===== config.mk =====
export PLATFORM = sky130hd
export DESIGN_NAME = dma_channel_regfile
export DESIGN_NICKNAME = d
export VERILOG_FILES = /design/src/rtl/dma_channel_regfile.sv
export SDC_FILE = /design/constraint.sdc
export NUM_CORES = 1
export LEC_CHECK = 0
export ABC_AREA = 0
export BUFFER_PORTS_ARGS = -buffer_cell sky130_fd_sc_hd__buf_4
export CORE_MARGIN = 1.5
export CORE_UTILIZATION = 62
export DETAILED_ROUTE_END_ITERATION = 10
export PLACE_DENSITY = 0.79
export SETUP_SLACK_MARGIN = 0.2
export SYNTH_ARGS = -nofsm -noshare
export SYNTH_HDL_FRONTEND = slang
export SYNTH_SLANG_ARGS = --single-unit

===== constraint.sdc =====
create_clock -name Clock -period 7.2 [get_ports Clock]
set_input_delay 0.36 -clock Clock [delete_from_list [all_inputs] [get_ports Clock]]
set_output_delay 0.36 -clock Clock [all_outputs]
set_load 0.02 [all_outputs]

===== src/rtl/dma_channel_regfile.sv =====
// DMA channel register file: command/status, per-channel mode/base/current, byte-serial CPU access, transfer stepping.
// CpuDout, Tc and AdstbReq are one cycle after their cause; ActAddr/ActCount are combinational; no backpressure.
module dma_channel_regfile #(
    parameter int NUM_CH = 4,
    parameter int ADDR_W = 16,
    parameter int CNT_W  = 16
) (
    input  logic                                        Clock,
    input  logic                                        Reset,
    input  logic                                        MasterClear,
    input  logic                                        CpuWr,
    input  logic                                        CpuRd,
    input  logic [2:0]                                  RegSel,
    input  logic [$clog2(NUM_CH > 1 ? NUM_CH : 2)-1:0] ChSel,
    input  logic [7:0]                                  CpuDin,
    output logic [7:0]                                  CpuDout,
    input  logic                                        Step,
    input  logic [$clog2(NUM_CH > 1 ? NUM_CH : 2)-1:0] StepCh,
    output logic [ADDR_W-1:0]                           ActAddr,
    output logic [CNT_W-1:0]                            ActCount,
    output logic [7:0]                                  Command,
    output logic [6*NUM_CH-1:0]                         Mode,
    output logic                                        Tc,
    output logic                                        AdstbReq
);

    localparam int CH_W   = $clog2(NUM_CH > 1 ? NUM_CH : 2);
    localparam int NCH_P  = 2 ** CH_W;
    localparam int AB     = ADDR_W / 8;
    localparam int CB     = CNT_W / 8;
    localparam int MAXB   = (AB > CB) ? AB : CB;
    localparam int PW     = $clog2(MAXB > 1 ? MAXB : 2);

    localparam logic [2:0] REG_ADDR   = 3'd0;
    localparam logic [2:0] REG_COUNT  = 3'd1;
    localparam logic [2:0] REG_MODE   = 3'd2;
    localparam logic [2:0] REG_CMD    = 3'd3;
    localparam logic [2:0] REG_STATUS = 3'd4;
    localparam logic [2:0] REG_CLRPTR = 3'd5;

    // Arrays are padded to a power of two so ChSel/StepCh indexing is always in range;
    // the padding entries are never written and stay at their reset value.
    logic [7:0]        command_q;
    logic [NUM_CH-1:0] tc_flags_q;
    logic [5:0]        mode_q      [NCH_P];
    logic [ADDR_W-1:0] base_addr_q [NCH_P];
    logic [ADDR_W-1:0] cur_addr_q  [NCH_P];
    logic [CNT_W-1:0]  base_cnt_q  [NCH_P];
    logic [CNT_W-1:0]  cur_cnt_q   [NCH_P];
    logic [PW-1:0]     ptr_q;
    logic [7:0]        cpu_dout_q;
    logic              tc_q;
    logic              adstb_q;

    logic              clr;
    logic              wr_addr, wr_cnt, rd_only, rd_status, ch_ok;
    logic              step_ok, step_tc, step_reload, addr_carry;
    logic [5:0]        step_mode;
    logic [ADDR_W-1:0] step_addr;
    logic [ADDR_W-1:0] rd_addr;
    logic [CNT_W-1:0]  rd_cnt;
    logic [NUM_CH-1:0] tc_set;
    logic [7:0]        status_byte;
    logic [7:0]        rd_byte;
    logic [PW-1:0]     ptr_d;
    int                last_byte;

    assign clr       = Reset | MasterClear;
    assign wr_addr   = CpuWr && (RegSel == REG_ADDR);
    assign wr_cnt    = CpuWr && (RegSel == REG_COUNT);
    assign rd_only   = CpuRd && !CpuWr;
    assign rd_status = rd_only && (RegSel == REG_STATUS);
    assign ch_ok     = int'(ChSel) < NUM_CH;

    assign ActAddr   = cur_addr_q[StepCh];
    assign ActCount  = cur_cnt_q[StepCh];
    assign step_mode = mode_q[StepCh];
    assign rd_addr   = cur_addr_q[ChSel];
    assign rd_cnt    = cur_cnt_q[ChSel];

    // A CPU write to the serviced channel's addr/count pre-empts the whole step.
    assign step_ok     = Step && !command_q[2] && (int'(StepCh) < NUM_CH)
                         && !((wr_addr || wr_cnt) && (ChSel == StepCh));
    assign step_tc     = (ActCount == '0);
    assign step_reload = step_tc && step_mode[2];
    assign step_addr   = step_mode[3] ? ActAddr - ADDR_W'(1) : ActAddr + ADDR_W'(1);
    assign addr_carry  = |((step_addr ^ ActAddr) >> 8);

    always_comb begin
        tc_set = '0;
        Mode   = '0;
        for (int i = 0; i < NUM_CH; i++) begin
            tc_set[i]       = step_ok && step_tc && (StepCh == CH_W'(i));
            Mode[6*i +: 6]  = mode_q[i];
        end
    end

    always_comb begin
        status_byte              = '0;
        status_byte[NUM_CH-1:0]  = tc_flags_q;
        rd_byte                  = '0;
        case (RegSel)
            REG_ADDR:   if (int'(ptr_q) < AB) rd_byte = rd_addr[8*ptr_q +: 8];
            REG_COUNT:  if (int'(ptr_q) < CB) rd_byte = rd_cnt[8*ptr_q +: 8];
            REG_MODE:   rd_byte = {2'b00, mode_q[ChSel]};
            REG_CMD:    rd_byte = command_q;
            REG_STATUS: rd_byte = status_byte;
            default:    rd_byte = '0;
        endcase
    end

    // Shared byte pointer wraps after the last byte of whichever register is accessed.
    always_comb begin
        ptr_d     = ptr_q;
        last_byte = (RegSel == REG_ADDR) ? AB - 1 : CB - 1;
        if (CpuWr && (RegSel == REG_CLRPTR)) begin
            ptr_d = '0;
        end else if ((CpuWr || CpuRd) && ((RegSel == REG_ADDR) || (RegSel == REG_COUNT))) begin
            ptr_d = (int'(ptr_q) >= last_byte) ? '0 : ptr_q + 1'b1;
        end
    end

    always_ff @(posedge Clock) begin
        if (clr) begin
            command_q  <= 8'h04;
            tc_flags_q <= '0;
            ptr_q      <= '0;
            cpu_dout_q <= '0;
            tc_q       <= 1'b0;
            adstb_q    <= 1'b0;
            for (int i = 0; i < NCH_P; i++) begin
                mode_q[i]      <= '0;
                base_addr_q[i] <= '0;
                cur_addr_q[i]  <= '0;
                base_cnt_q[i]  <= '0;
                cur_cnt_q[i]   <= '0;
            end
        end else begin
            ptr_q      <= ptr_d;
            tc_flags_q <= (rd_status ? '0 : tc_flags_q) | tc_set;
            tc_q       <= step_ok && step_tc;
            adstb_q    <= step_ok && !step_reload && addr_carry;
            if (rd_only) cpu_dout_q <= rd_byte;
            if (CpuWr && (RegSel == REG_CMD)) command_q <= CpuDin;

            for (int i = 0; i < NCH_P; i++) begin
                if (step_ok && (StepCh == CH_W'(i))) begin
                    if (step_reload) begin
                        cur_addr_q[i] <= base_addr_q[i];
                        cur_cnt_q[i]  <= base_cnt_q[i];
                    end else begin
                        cur_addr_q[i] <= step_addr;
                        cur_cnt_q[i]  <= ActCount - CNT_W'(1);
                    end
                end
                if (ch_ok && (ChSel == CH_W'(i))) begin
                    if (wr_addr && (int'(ptr_q) < AB)) begin
                        base_addr_q[i][8*ptr_q +: 8] <= CpuDin;
                        cur_addr_q[i][8*ptr_q +: 8]  <= CpuDin;
                    end
                    if (wr_cnt && (int'(ptr_q) < CB)) begin
                        base_cnt_q[i][8*ptr_q +: 8] <= CpuDin;
                        cur_cnt_q[i][8*ptr_q +: 8]  <= CpuDin;
                    end
                    if (CpuWr && (RegSel == REG_MODE)) mode_q[i] <= CpuDin[5:0];
                end
            end
        end
    end

    assign Command  = command_q;
    assign CpuDout  = cpu_dout_q;
    assign Tc       = tc_q;
    assign AdstbReq = adstb_q;

endmodule

==> metrics.yaml <==
grt_pass1_wl_mm: 66.9
start_util_pct: 63.2
final.setup.worst_slack_ns: 3.14
synthToLayoutAreaGrowth_pct: 11.3
synth_ff_type: "edfxtp_1"
leakagePower_uw: 0.00674
rsz0062_at_grt: "no"
clkTransAtPathRegs_ns: 0.06
pin_count: 95
clock_latency_ns: 0.56
port_buffers: 94
cts_buffer_depth: 3
final.setup.tns_ns: 0
skew_ns: 0.0153
synth_cells: 1258
synth_common_cells: "edfxtp_1, and2_1, o21ai_0"
crit_fanout: 44
pwr-share-seq_pct: 49.4
grt_overflow: 0
post-cts-setup-buffers: 0
postRouteAntennaNets: 0
synth_edf_count: 280
tightest_slew_ns: 1.34
hold_violations: 0
gp_congestion: 0.933
synth_warnings: 0
grt_util_all_layers_pct: 34.0
drive_above_1_share_pct: 17.4
power_frac_comb_pct: 13.5
tritoncts: "yes"
dpl.hpwl_mm: 30.5
antenna_found_initial: 1
p_sw_share_pct: 25.9
crit_arrival_ns: 4.46
final_core_util_pct: 70.4
placedInstanceArea_um2: 16800
yosysMostFrequentCell: "edfxtp_1"
drt-initial-drc-count: 1564
final_nets: 1358
endpoint_kind: "register"
required_ns: 7.60
grt_pass1_vias: 11096
clock_sinks: 303
max_freq_ghz: 0.246
vias_per_cell: 6.86
status: "completed"
slew_headroom_pct: 9.71
wl_per_cell_um: 26.8
final_cells: 1672
critPathKind: "in2reg"
ys_ff_latch: 303
cpMostUsedCell: "a21oi_1"
synth_seq_area_share_pct: 55.7
cpMaxStageDelayCell: "mux4_2"
drc_errors: 0
core_region_area_um2: 25200
num_vias: 11477
die_h_um: 163
cp_cell_sequence: "buf_4 -> mux4_2 -> fa_1 -> a211o_1 -> a21o_1 -> o211ai_1 -> a21oi_1 -> o311a_1 -> a21oi_1 -> nor2b_1 -> a21oi_1 -> o21bai_1"
die_area_um2: 26600
die_w_um: 163
dp_slack_ns: 2.65
h-tree-depth: 1
syn_area_per_cell_um2: 12.7
cts_resized: 0
powerDensity_nw_per_um2: 231
internal_power_uw: 3040
cts-root-buf: "clkbuf_16"
p_sw_uw: 1060
first_pass_iters: 6
cts_buffers: 31
power_frac_clock_pct: 37.1
hp-class: "in2reg"
syn-cell-area_um2: 15900
post-route-period-util_pct: 56.4
ir_drop_mv: 0.208
maxCapViolCount: 0
rows: 58
design_area_um2: 17700
final_max_slew_viol_count: 0
yosysTopAreaCellShare_pct: 52.8
synth_area_leader_cell: "edfxtp_1"
setup_viol: 0
grt_max_degree: 70
ys_types: 67
layout_min_cycle_time_ns: 4.06
critPathMaxStageDelay_ns: 0.84
cp-start-kind: "primary input"
wl_mm: 44.8
syn_nets: 1296
synth.area.top_cells: "edfxtp_1, mux4_2, and2_1"
async_reset_ff_share_pct: 0
cts_hold_buf: 0
post-place-cells: 1616
[sequential cells by signal, indices dropped and copies added, names as in the netlist, 4 cells and up]
register,cells
Command,8
CpuDout,8
base_addr_q,64
base_cnt_q,64
cur_addr_q,64
cur_cnt_q,64
mode_q,24
tc_flags_q,4
[worst paths after layout]
path                     start                 to  slack, ns  cells past startpoint
hold reg to reg     Command[0]         Command[0]       0.48                      2
hold / removal       CpuDin[7]         Command[7]       0.20                      3
setup / recovery     StepCh[0]  cur_addr_q[0][12]       3.14                     12
setup reg to reg  mode_q[1][3]  cur_addr_q[0][12]       3.17                     11
[cells by family after synthesis]
| logic type | share of synthesized area [%] |
|---|---|
| flops | 55.7 |
| compound gates | 14.0 |
| buf+inv | 2.75 |
| mux | 12.0 |
| fa+ha+maj | 1.38 |
| simple gates | 12.1 |
| xor+xnor | 2.18 |
[routing by layer]
metal / part of all wire (%) / vias to the layer above / track usage (%)
li1: - / 4937 / -
met1: 37 / 5600 / 45.8
met2: 47 / 825 / 54.7
met3: 13 / 115 / 8.71
met4: 3.1 / 0 / 10.6
met5: 0 / - / 0
[final cells by class]
type,count,area [um2]
Clock inverter,14,113
Sequential cell,303,8870
Tap cell,330,413
Multi-Input combinational cell,857,6620
Fill cell,1722,7460
Inverter,14,52.6
Timing Repair Buffer,113,846
Antenna cell,1,2.50
Clock buffer,40,810
[critical path: cells and delay by family]
family | cells | cell delay [ns]
adders and majority gates | 1 | 0.50
AOI/OAI and AO/OA | 8 | 1.77
muxes | 1 | 0.84
buffers and inverters | 1 | 0.60
and+or+nand+nor | 1 | 0.32
[layout by cell type (no fill, tap or decap), types with 10 or more instances in the layout]
cell type  synthesis  final
dfxtp_1           23     23
nand3_1           11     11
and2_1           153    153
xnor2_1           21     21
nor2_1            80     79
edfxtp_1         280    280
a21oi_1           87     87
mux2i_1           15     15
ha_1              16     16
o21bai_1          89     89
o21ai_0          111    108
xor2_1            14     14
buf_4              5    112
mux4_2            65     65
mux4_1            11     11
nand2_1           48     48
inv_1             14     14
clkbuf_16          0     31
or3_1             10     10
[metrics by stage]
step                      hold WS, ns  power [uW]
after floorplan                 0.442        2410
after detailed placement        0.467        2590
final                           0.196        4100
after global placement          0.454        2580
after CTS                       0.169        4080
after global routing            0.207        4200
[power by group through the flow]
stage	Combinational (uW)	Sequential, uW	Clock, uW
after CTS	541	2020	1510
after global routing	588	2030	1580
after detailed placement	536	2060	0
after global placement	526	2050	0
after floorplan	356	2050	0
final	551	2020	1520
(Power assumes the default switching activity.)
